## config.mk

```make
export PLATFORM = sky130hd
export DESIGN_NAME = sa_sequencer
export DESIGN_NICKNAME = d
export VERILOG_FILES = /design/src/rtl/sa_seq_pkg.sv /design/src/rtl/sa_beat_counter.sv /design/src/rtl/sa_sequencer.sv
export SDC_FILE = /design/constraint.sdc
export NUM_CORES = 1
export LEC_CHECK = 0
export ABC_AREA = 1
export BUFFER_PORTS_ARGS = -buffer_cell sky130_fd_sc_hd__buf_2
export CAP_MARGIN = 20
export CELL_PAD_IN_SITES_DETAIL_PLACEMENT = 0
export CELL_PAD_IN_SITES_GLOBAL_PLACEMENT = 2
export CORE_MARGIN = 2
export CORE_UTILIZATION = 34
export DETAILED_ROUTE_END_ITERATION = 8
export PLACE_DENSITY = 0.86
export SYNTH_ARGS = -nofsm -noshare
export SYNTH_HDL_FRONTEND = slang
export SYNTH_SLANG_ARGS = --single-unit
```

## constraint.sdc

```tcl
create_clock -name clk -period 5.6 [get_ports clk]
set_input_delay 0.28 -clock clk [delete_from_list [all_inputs] [get_ports clk]]
set_output_delay 0.28 -clock clk [all_outputs]
set_load 0.005 [all_outputs]
```

## src/rtl/sa_seq_pkg.sv

```systemverilog
// Shared types and constants for the systolic tile sequencer.
// State encoding, counter width helper and default array geometry.
package sa_seq_pkg;

   localparam int DEF_ROWS  = 8;
   localparam int DEF_COLS  = 8;
   localparam int DEF_K_MAX = 256;

   typedef enum logic [2:0] {
      IDLE,
      LOAD_W,
      STREAM,
      DRAIN,
      DONE
   } seq_state_e;

   // Bits needed to hold every value 0..max_val.
   function automatic int cnt_w(input int max_val);
      return (max_val < 1) ? 1 : $clog2(max_val + 1);
   endfunction

endpackage

```

## src/rtl/sa_beat_counter.sv

```systemverilog
// Loadable up-counter with clear, enable and terminal-count flag.
// Shared by every sequencer phase; tc compares against a per-phase terminal value.
module sa_beat_counter #(
   parameter int W = 8
) (
   input  logic         clk,
   input  logic         rst,
   input  logic         clear,
   input  logic         load,
   input  logic [W-1:0] load_val,
   input  logic         en,
   input  logic [W-1:0] term,
   output logic [W-1:0] count,
   output logic         tc
);

   // NOTE: sequential state uses non-blocking assignments so every flop samples pre-edge values.
   always_ff @(posedge clk or negedge rst) begin
      if (!rst) begin
         count <= '0;
      end else if (clear) begin
         count <= '0;
      end else if (load) begin
         count <= load_val;
      end else if (en) begin
         count <= count + W'(1);
      end
   end

   assign tc = (count == term);

endmodule

```

## src/rtl/sa_sequencer.sv

```systemverilog
// Start/done job sequencer for the systolic tile: weight load, skewed stream, drain.
// Optional SA_SEQ_WEIGHT_REUSE_EN adds reuse_w to skip LOAD_W when weights are still valid.
module sa_sequencer
   import sa_seq_pkg::*;
#(
   parameter int ROWS      = DEF_ROWS,
   parameter int COLS      = DEF_COLS,
   parameter int K_MAX     = DEF_K_MAX,
   parameter int ARRAY_LAT = ROWS + COLS - 1,
   parameter int KW        = $clog2(K_MAX + 1)
) (
   input  logic          clk,
   input  logic          rst,
   input  logic          start,
   input  logic [KW-1:0] k_len,
   input  logic          abort,
   input  logic          out_ready,
`ifdef SA_SEQ_WEIGHT_REUSE_EN
   input  logic          reuse_w,
`endif
   output logic          busy,
   output logic          done,
   output logic          cfg_err,
   output logic          weight_buffer_out_en,
   output logic          write_weight_en,
   output logic          input_buffer_out_en,
   output logic          output_buffer_load_en,
   output logic          output_buffer_out_en,
   output logic          out_valid
);

   localparam int CW = cnt_w(ARRAY_LAT + K_MAX);

   seq_state_e    state, nxt;
   logic [KW-1:0] k_q;
   logic          cfg_err_q, cfg_err_d;
   logic [CW-1:0] cnt, term;
   logic          tc, cnt_en, cnt_clr;
   logic          k_ok, reuse_ok;

   assign k_ok = (k_len != '0) && (k_len <= KW'(K_MAX));

`ifdef SA_SEQ_WEIGHT_REUSE_EN
   logic w_valid;
   assign reuse_ok = reuse_w & w_valid;
`else
   assign reuse_ok = 1'b0;
`endif

   // Terminal count per phase; the shared counter restarts at 0 on every state entry.
   always_comb begin
      case (state)
         LOAD_W:  term = CW'(ROWS - 1);
         STREAM:  term = CW'(ARRAY_LAT) + CW'(k_q) - CW'(1);
         DRAIN:   term = CW'(k_q) - CW'(1);
         default: term = '0;
      endcase
   end

   // NOTE: every always_comb output gets a default first so no latch can be inferred.
   always_comb begin
      nxt       = state;
      cnt_en    = 1'b0;
      cfg_err_d = 1'b0;
      case (state)
         IDLE: begin
            if (start) begin
               if (k_ok) nxt = reuse_ok ? STREAM : LOAD_W;
               else      cfg_err_d = 1'b1;
            end
         end
         LOAD_W: begin
            cnt_en = 1'b1;
            if (tc) nxt = STREAM;
         end
         STREAM: begin
            cnt_en = 1'b1;
            if (tc) nxt = DRAIN;
         end
         DRAIN: begin
            cnt_en = out_ready;
            if (out_ready && tc) nxt = DONE;
         end
         default: nxt = IDLE;
      endcase
      if (abort && state != IDLE) begin
         nxt    = IDLE;
         cnt_en = 1'b0;
      end
   end

   assign cnt_clr = (nxt != state);

   always_ff @(posedge clk or negedge rst) begin
      if (!rst) begin
         state     <= IDLE;
         k_q       <= '0;
         cfg_err_q <= 1'b0;
`ifdef SA_SEQ_WEIGHT_REUSE_EN
         w_valid   <= 1'b0;
`endif
      end else begin
         state     <= nxt;
         cfg_err_q <= cfg_err_d;
         if (state == IDLE && start && k_ok) k_q <= k_len;
`ifdef SA_SEQ_WEIGHT_REUSE_EN
         if (abort && state != IDLE)       w_valid <= 1'b0;
         else if (state == LOAD_W && tc)   w_valid <= 1'b1;
`endif
      end
   end

   sa_beat_counter #(.W(CW)) u_cnt (
      .clk      (clk),
      .rst      (rst),
      .clear    (cnt_clr),
      .load     (1'b0),
      .load_val ('0),
      .en       (cnt_en),
      .term     (term),
      .count    (cnt),
      .tc       (tc)
   );

   assign busy                  = (state != IDLE);
   assign done                  = (state == DONE);
   assign cfg_err               = cfg_err_q;
   assign weight_buffer_out_en  = (state == LOAD_W);
   assign write_weight_en       = (state == LOAD_W);
   assign input_buffer_out_en   = (state == STREAM) && (cnt < CW'(k_q));
   assign output_buffer_load_en = (state == STREAM) && (cnt >= CW'(ARRAY_LAT));
   assign out_valid             = (state == DRAIN);
   assign output_buffer_out_en  = out_valid & out_ready;

endmodule

```

==> results of run 1 <==
-- critical path: stages (launching register included) --
cell and delay (ps):
dfrtp_1 390, inv_1 180, ha_1 260, inv_1 70
nor2_1 200, nand2_1 80, nand2_1 60, nand3_1 100
nand3_1 100, nand3_1 90, nor2_2 190, nand3_1 150
nand2_1 90, nand4_1 100, nand2_1 100, nand2_1 60
nand2_2 70, nand2_4 110, nor2_2 100
-- flip-flops by register name, summed over array words and instances (netlist names) --
| register | count |
|---|---|
| state | 3 |
| u_cnt.count | 9 |
| cfg_err | 1 |
| k_q | 9 |
-- cell type report --
cell class	instances	area [µm²]
inverter	49	183.9
timing repair buffer	22	110.1
clock buffer	3	41.29
sequential	22	550.5
fill	597	3339
multi-input combinational	221	1191
tap	72	90.09
-- cell usage after synthesis, types with 2 or more instances --
cell and instances:
o21a_1 2, nand3_1 42, nand4_1 10, nand2_2 2, dfrtp_1 22, ha_1 11, xor2_1 9, nor2_1 14
o21ai_1 2, nand3_2 3, nor2_4 2, nor3_1 5, o21ai_0 12, nand2_1 83, nor2_2 12, inv_1 44
a21oi_1 5, inv_2 5
-- routing by layer --
metal,vias to the layer above,share of wire [%],global-route usage (%)
met3,4,1.6,1.810
li1,998,-,-
met1,841,50,23.75
met4,0,0.98,4.483
met5,-,0,0
met2,19,47,30.92
-- cell families after synthesis --
group           after synthesis  synth area share [%]
simple gates                177                 43.04
buf+inv                      52                 10.31
compound gates               24                 7.152
flops                        22                 28.35
fa+ha+maj                    11                 7.088
xor+xnor                      9                 4.060
-- stage by stage --
| stage | area [µm²] | util [%] | cells |
|---|---|---|---|
| final | 2167 | 39.35 | 389 |
| after global routing | 2167 | 39.35 | 389 |
| after CTS | 2167 | 39.35 | 389 |
| after detailed placement | 2126 | 38.60 | 386 |
| after global placement | 2126 | 38.60 | 386 |
| after floorplan | 1942 | - | 295 |
-- report_power, final --
| group | internal, mW | switching [mW] |
|---|---|---|
| Sequential | 0.200 | 0.0657 |
| Combinational | 0.191 | 0.379 |
| Clock | 0.0480 | 0.0514 |
| Total | 0.439 | 0.496 |
-- how the worst min path moves through the flow --
stage                     start                 end  slack (ps)  cells past startpoint
after floorplan             rst   cfg_err$_DFF_PN0_         -20                      0
after global placement      rst   cfg_err$_DFF_PN0_         290                      1
after detailed placement    rst   cfg_err$_DFF_PN0_         290                      1
after CTS                   rst  state[1]$_DFF_PN0_           1                      1
after global routing        rst   cfg_err$_DFF_PN0_           8                      1
final                       rst   cfg_err$_DFF_PN0_         -20                      1
==> flow_summary.json, run 1 <==
{
  "maxSlewViolCount": 0,
  "synthArstFlopShare_pct": 100.0,
  "dpl.hpwl_um": 3978,
  "powerDensity_nw_per_um2": 431.7,
  "hold_slack_ps": -18.33,
  "viasPerCell": 4.787,
  "seq_area_frac_synth_pct": 28.35,
  "die_w_um": 79.58,
  "drc": 0,
  "overflow": 0,
  "antenna_cells": 0,
  "dp_slack_ps": 3047,
  "setup_violations": 0,
  "power.total_mw": 0.9356,
  "setup_tns_ps": 0,
  "globalplace.congestion": 0.8139,
  "clock-sinks": 22,
  "synth_top_area_share_pct": 28.35,
  "fin_crit_ps": 2573,
  "syn-num-nets": 320,
  "htree_levels": 1,
  "fin_ws_ps": 3027,
  "fmax_mhz": 388.7,
  "cts_buffer_depth": 2,
  "numCtsBuffers": 3,
  "vias": 1862,
  "final_common_cell": "nand2_1",
  "area_delta_synth_final_pct": 11.60,
  "start_util_pct": 35.26,
  "cp-start-kind": "flop",
  "grt_util_all_layers_pct": 17.86,
  "nets": 344,
  "rr_endpoint": "u_cnt.count[0]$_DFFE_PN0P_",
  "r2r-start": "k_q[1]$_DFFE_PN0P_",
  "synthCells": 295,
  "grt_max_degree": 23,
  "synth_ff_type": "dfrtp_1",
  "root_buffer": "clkbuf_8",
  "violations": "hold timing",
  "postCtsSetupBuffers": 0,
  "ant_nets": 0,
  "firstDrtPassIters": 4,
  "wl_per_cell_um": 12.85,
  "startpoint": "k_q[1]$_DFFE_PN0P_",
  "cp-end-kind": "flop",
  "fin_worst_skew_ps": 5.866,
  "ys_seq_elements": 22,
  "rr_worst_depth": 18,
  "avgSynthCellArea_um2": 6.583,
  "drt_iter0_markers": 49,
  "rows": 27,
  "cp_data_required_time_ps": 5800,
  "die-area_um2": 6332,
  "cts-resized-gates": 0,
  "clock_latency_ps": 260,
  "relSlewSlack_pct": 64.99,
  "worstMarginPinSlew_ps": 525.2,
  "fin_crit_sh_pct": 45.94,
  "synthDistinctLibCells": 28,
  "path_clk_slew_ps": 80,
  "yosys_warnings": 0,
  "rsz0062_at_grt": "false",
  "final_cell_mix": "nand2_1, inv_1, nand3_1, dfrtp_1, buf_2",
  "hold_viol": 22,
  "wirelength_um": 4999,
  "pin_count": 23,
  "path_class": "flop to flop",
  "cts_hold_buf": 0,
  "numPortBuffers": 22,
  "coreArea_um2": 5507,
  "cts_tree": "built",
  "drive_gt1_share_pct": 16.40,
  "fp.dieH_um": 79.58,
  "critPathArrivalTime_ps": 2770,
  "cp_max_fo": 9,
  "power.leakage_nw": 1.151,
  "yosys.area.top_type": "dfrtp_1",
  "grt_pass1_wl_um": 8949,
  "synth_edf_count": 0,
  "status": "complete, but fails checks",
  "irDropWorstVdd_mv": 0.2790,
  "grt_pass1_vias": 1923,
  "cp-endpoint": "u_cnt.count[0]$_DFFE_PN0P_",
  "grt_antenna_before_repair": 0,
  "ys_top_cells_by_area": "dfrtp_1, nand2_1, nand3_1",
  "hold_class": "input pin to asynchronous set/reset pin",
  "syn_area_um2": 1942,
  "cap_violations": 0,
  "reg2reg_setup_slack_ps": 3030
}
Note: power is estimated with default switching activity, not from simulation.
==> run 2: changes to the inputs <==
- ABC_AREA: 1 -> 0
- CORE_UTILIZATION: 34 -> 36
- PLACE_DENSITY: 0.86 -> 0.82
- clock period: 5.6 -> 2.5 ns (I/O delays scaled with it)
==> run 2 against run 1 <==
Net effect: the flow finishes with violations (setup timing); combinational power rose to 3.5 times the previous value; sequential power up 140%; sequential cell count unchanged; count of clock-buffer cells in the layout unchanged; critical endpoint is now state[0]$_DFF_PN0_; largest cell class unchanged.
==> flow_summary.json, run 2 <==
{
  "start_util_pct": 37.24,
  "rsz0062_at_grt": "true",
  "multi_input_area_um2": 1391,
  "worstMarginPinSlew_ps": 782.5,
  "dp_slack_ps": -96.45,
  "cts_buffer_depth": 2,
  "maxSlewViolCount": 0,
  "status": "complete, but fails checks",
  "power.leakage_nw": 1.156,
  "path_delay_family": "simple AND/OR/NAND/NOR gates",
  "slowest_delay_ps": 390,
  "globalplace.congestion": 0.8474,
  "ant_nets": 0,
  "drive_gt1_share_pct": 36.08,
  "fmax_mhz": 395.2,
  "clock_latency_ps": 270,
  "fin_crit_ps": 2531,
  "cts_tree": "built",
  "cp-end-kind": "flop",
  "cp_data_required_time_ps": 2670,
  "path_clk_slew_ps": 80,
  "wl_per_cell_um": 15.65,
  "relSlewSlack_pct": 47.28,
  "irDropWorstVdd_mv": 0.5498,
  "final_common_cell": "buf_4",
  "r2r-start": "k_q[1]$_DFFE_PN0P_",
  "hold_class": "input pin to flop",
  "setup_tns_ps": -42.88,
  "die_w_um": 76.69,
  "root_buffer": "clkbuf_8",
  "crit_chain": "inv_2 -> ha_4 -> nor4b_4 -> a22oi_2 -> xnor2_2 -> mux2_4 -> nor4_4 -> nand4b_4 -> buf_6 -> a311oi_1",
  "powerDensity_nw_per_um2": 1187,
  "largestRegisters": "k_q: 9 flops, u_cnt.count: 9 flops, state: 3 flops",
  "grt_max_degree": 23,
  "drc": 0,
  "vias": 1700,
  "yosys.area.top_type": "dfrtp_1",
  "dpl.hpwl_um": 3904,
  "viasPerCell": 5.231,
  "area.sequential_um2": 551.8,
  "reg2reg_setup_slack_ps": -30,
  "rows": 26,
  "setup_violations": 2,
  "grt_pass1_vias": 1696,
  "synthTopCellsByCount": "dfrtp_1, nor2_1, nand2_1, inv_1",
  "synthCells": 212,
  "grt_util_all_layers_pct": 18.57,
  "place_area_um2": 2260,
  "yosys_warnings": 0,
  "die-area_um2": 5881,
  "antenna_cells": 0,
  "fin_crit_sh_pct": 101.2,
  "syn-num-nets": 237,
  "area_delta_synth_final_pct": 31.05,
  "fin_ws_ps": -30.52,
  "clock-sinks": 22,
  "drt_iter0_markers": 85,
  "fp.dieH_um": 76.69,
  "grt_pass1_wl_um": 8590,
  "seq_area_frac_synth_pct": 28.95,
  "numPortBuffers": 22,
  "violations": "setup timing",
  "crit_slowest_cell": "dfrtp_1",
  "grt_antenna_before_repair": 0,
  "numCtsBuffers": 3,
  "syn_area_um2": 1902,
  "firstDrtPassIters": 4,
  "synthArstFlopShare_pct": 100.0,
  "htree_levels": 1,
  "wirelength_um": 5086,
  "hold_path.startpoint": "start",
  "synthDistinctLibCells": 56,
  "avgSynthCellArea_um2": 8.971,
  "coreArea_um2": 5107,
  "synth_ff_type": "dfrtp_1",
  "synth_top_area_share_pct": 28.95,
  "path_buf_inv": 2,
  "fill_cells": 513,
  "fin_worst_skew_ps": 7.411,
  "overflow": 0,
  "fin_area_um2": 2492,
  "cap_violations": 0,
  "startpoint": "k_q[1]$_DFFE_PN0P_",
  "path_class": "flop to flop",
  "synth_edf_count": 0,
  "cp-start-kind": "flop",
  "ys_top_cells_by_area": "dfrtp_1, ha_1, mux2_2",
  "pin_count": 23,
  "nets": 281,
  "final_cell_mix": "buf_4, nor2_1, buf_2, dfrtp_1, nand2_1",
  "cp_max_fo": 5,
  "hold_viol": 0,
  "ys_seq_elements": 22,
  "critPathArrivalTime_ps": 2700
}
run 2: cell families after synthesis:
group                    after synthesis  synth area share [%]
adder cells (fa/ha/maj)               11                 7.237
AO/OA/AOI/OAI                         35                 15.33
buffers and inverters                 26                 5.789
multiplexers                          13                 7.697
AND/OR/NAND/NOR                       85                 25.79
XOR/XNOR                              20                 9.211
flip-flops                            22                 28.95
run 2: layer usage:
metal / track usage (%) / part of all wire, %
met4: 7.091 / 1.7
met1: 25.15 / 48
met2: 31.40 / 49
met5: 0 / 0
met3: 0.7059 / 1.4
run 2: worst paths after layout:
kind,end,cells past startpoint
max,state[0]$_DFF_PN0_,10
min,cfg_err$_DFF_PN0_,3
max reg2reg,state[0]$_DFF_PN0_,10
min reg2reg,k_q[8]$_DFFE_PN0P_,1
max in group asynchronous,k_q[3]$_DFFE_PN0P_,2
min in group asynchronous,cfg_err$_DFF_PN0_,2
run 2: per-stage QoR:
| step | utilization (%) | hold WS [ps] | std cells | power [mW] |
|---|---|---|---|---|
| floorplan | - | -170.6 | 212 | 1.760 |
| global placement | 44.24 | 121.4 | 318 | 2.368 |
| detailed placement | 44.24 | 117.1 | 318 | 2.360 |
| CTS | 47.57 | 66.71 | 325 | 2.863 |
| global route | 48.80 | 91.90 | 325 | 3.188 |
| finish | 48.80 | 68.58 | 325 | 2.959 |
run 2: area by class of cell:
| cell class | instances | area share (%) |
|---|---|---|
| Clock buffer | 3 | 1.657 |
| Clock inverter | 1 | 1.205 |
| Inverter | 13 | 1.958 |
| Multi-Input combinational cell | 165 | 55.82 |
| Sequential cell | 22 | 22.14 |
| Tap cell | 70 | 3.514 |
| Timing Repair Buffer | 51 | 13.70 |
run 2: report_power, final:
group / internal [mW] / total, mW / switching [mW]
Clock: 0.214 / 0.330 / 0.116
Sequential: 0.466 / 0.630 / 0.164
Combinational: 0.985 / 2.00 / 1.01
run 2: worst min-delay path, stage by stage:
cell and delay [ps]:
buf_2 100, nand2_1 50, nor2_1 30
run 2: repair_timing:
| action | 4_1_cts | 5_1_grt |
|---|---|---|
| setup buffers | 1 | 0 |
| setup endpoints to repair | 13 | 13 |
| gates cloned | 1 | 0 |
| gates resized for setup | 13 | 10 |
| hold endpoints to repair | 22 | 0 |
| hold buffers | 1 | 0 |
| pin swaps | 14 | 14 |
==> run 3: changes to the inputs <==
- CORE_MARGIN: 2 -> 4
- CORE_UTILIZATION: 36 -> 37
- CTS_BUF_LIST: unset -> sky130_fd_sc_hd__clkbuf_2
- PLACE_DENSITY: 0.82 -> 0.84
==> run 3 against run 2 <==
Net effect: the flow still finishes with violations (setup timing); register-to-register slack got worse by 80 ps; worst setup slack worse by 79 ps; power decreased by 4.3%; largest power group unchanged; critical endpoint is now state[1]$_DFF_PN0_; final cell count shrank 0.31%.
==> flow_summary.json, run 3 (synthesis gave the netlist of run 2 again) <==
{
  "cap_violations": 0,
  "clock-sinks": 22,
  "irDropWorstVdd_mv": 0.6670,
  "grt_util_all_layers_pct": 17.81,
  "die-area_um2": 6351,
  "dp.cells": 315,
  "grt_pass1_vias": 1802,
  "fmax_mhz": 383.2,
  "path_clk_slew_ps": 200,
  "fin_worst_skew_ps": 4.645,
  "vias": 1776,
  "path_class": "flop to flop",
  "wl_per_cell_um": 16.31,
  "drive_gt1_share_pct": 35.41,
  "start_util_pct": 39.23,
  "root_buffer": "clkbuf_2",
  "cts_buffer_depth": 2,
  "antenna_cells": 0,
  "nets": 283,
  "cp_data_required_time_ps": 2740,
  "final_cell_mix": "buf_4, buf_2, nor2_1, dfrtp_1, nand2_1",
  "fill_cells": 482,
  "cts_tree": "built",
  "cp-end-kind": "flop",
  "crit_slowest_cell": "dfrtp_1",
  "firstDrtPassIters": 4,
  "path_delay_family": "simple AND/OR/NAND/NOR gates",
  "worstMarginPinSlew_ps": 777.3,
  "fin_crit_sh_pct": 104.4,
  "drc": 0,
  "cp_max_fo": 5,
  "violations": "setup timing",
  "overflow": 0,
  "p_sw_share_pct": 47.43,
  "numPortBuffers": 22,
  "hold_viol": 0,
  "status": "complete, but fails checks",
  "relSlewSlack_pct": 47.63,
  "final_common_cell": "buf_4",
  "pin_count": 23,
  "fin_cells": 324,
  "coreArea_um2": 4848,
  "hold_path.startpoint": "k_len[5]",
  "rsz0062_at_grt": "true",
  "numCtsBuffers": 3,
  "globalplace.congestion": 0.8712,
  "grt_pass1_wl_um": 8838,
  "fin_crit_ps": 2610,
  "hold_class": "input pin to flop",
  "grt_antenna_before_repair": 0,
  "rows": 25,
  "cp.depth": 12,
  "cp-start-kind": "flop",
  "r2r-start": "k_q[1]$_DFFE_PN0P_",
  "rr_worst_depth": 12,
  "area_delta_synth_final_pct": 28.88,
  "maxSlewViolCount": 0,
  "setup_violations": 13,
  "wirelength_um": 5286,
  "path_buf_inv": 3,
  "die_w_um": 79.70,
  "comb_power_share_pct": 72.7,
  "crit_chain": "inv_2 -> buf_4 -> ha_4 -> nor4b_4 -> a22oi_2 -> xnor2_1 -> mux2_4 -> nor4_4 -> nand4b_4 -> buf_6 -> o21ai_2 -> o31ai_2",
  "whs_path_depth": 2,
  "ant_nets": 0,
  "dpl.hpwl_um": 3972,
  "slowest_delay_ps": 440,
  "grt_max_degree": 23,
  "fin_ws_ps": -109.8,
  "postLayoutCoreUtil_pct": 50.55,
  "pwr-share-clk_pct": 5.0,
  "drt_iter0_markers": 113,
  "power.leakage_nw": 1.133,
  "p_seq_share_pct": 22.3,
  "power.switching_mw": 1.343,
  "startpoint": "k_q[1]$_DFFE_PN0P_",
  "critPathArrivalTime_ps": 2850,
  "largestRegisters": "k_q: 9 flops, u_cnt.count: 9 flops, state: 3 flops",
  "fp.dieH_um": 79.70,
  "viasPerCell": 5.481,
  "powerDensity_nw_per_um2": 1155,
  "htree_levels": 1,
  "clock_latency_ps": 330,
  "p_int_mw": 1.489,
  "reg2reg_setup_slack_ps": -110
}
run 3: path summary, 6_finish.rpt:
check,to
max in group asynchronous,k_q[3]$_DFFE_PN0P_
min in group asynchronous,u_cnt.count[0]$_DFFE_PN0P_
min,k_q[5]$_DFFE_PN0P_
max,state[1]$_DFF_PN0_
min reg2reg,k_q[8]$_DFFE_PN0P_
max reg2reg,state[1]$_DFF_PN0_
run 3: layer usage:
layer  global-route usage [%]  share of wire (%)  vias up
li1                         -                  -      862
met1                    24.21                 47      862
met2                    28.30                 48       36
met3                    1.580                2.2       16
met4                    8.591                2.9        0
met5                        0                  0        -
run 3: layout make-up:
cell class	count	area, µm²	share of cell area (%)
clock inverter	1	3.754	0.1531
inverter	13	48.80	1.991
sequential	22	551.8	22.51
clock buffer	3	15.01	0.6126
timing repair buffer	53	357.8	14.60
multi-input combinational	165	1390	56.71
tap	67	83.83	3.420
run 3: power groups by stage:
stage | Sequential, mW | Clock (mW) | Combinational (mW)
4_1_cts | 0.609 | 0.145 | 1.96
2_1_floorplan | 0.559 | 0 | 1.20
6_report | 0.630 | 0.142 | 2.06
3_5_place_dp | 0.612 | 0 | 1.76
5_1_grt | 0.648 | 0.158 | 2.25
3_3_place_gp | 0.612 | 0 | 1.77
run 3: what timing repair did:
| item | 4_1_cts | 5_1_grt |
|---|---|---|
| resized for setup | 14 | 9 |
| pin swaps | 26 | 8 |
| hold buffers | 3 | 0 |
| cloned | 1 | 0 |
| setup buffers | 1 | 1 |
| setup endpoints to repair | 13 | 13 |
| endpoints found under the hold margin | 24 | 0 |
run 3: per-stage QoR:
stage | hold WS (ps) | setup slack [ps] | power, mW | setup TNS [ps] | area, µm²
after floorplan | -170.6 | 17.83 | 1.760 | 0 | 1921
after global routing | 10.42 | -295.9 | 3.057 | -3313 | 2451
after CTS | 13.79 | -91.20 | 2.718 | -730.6 | 2396
final | 24.82 | -109.8 | 2.832 | -960.2 | 2451
after detailed placement | 113.8 | -106.6 | 2.374 | -920.6 | 2256
after global placement | 116.5 | -62.82 | 2.381 | -558.6 | 2256
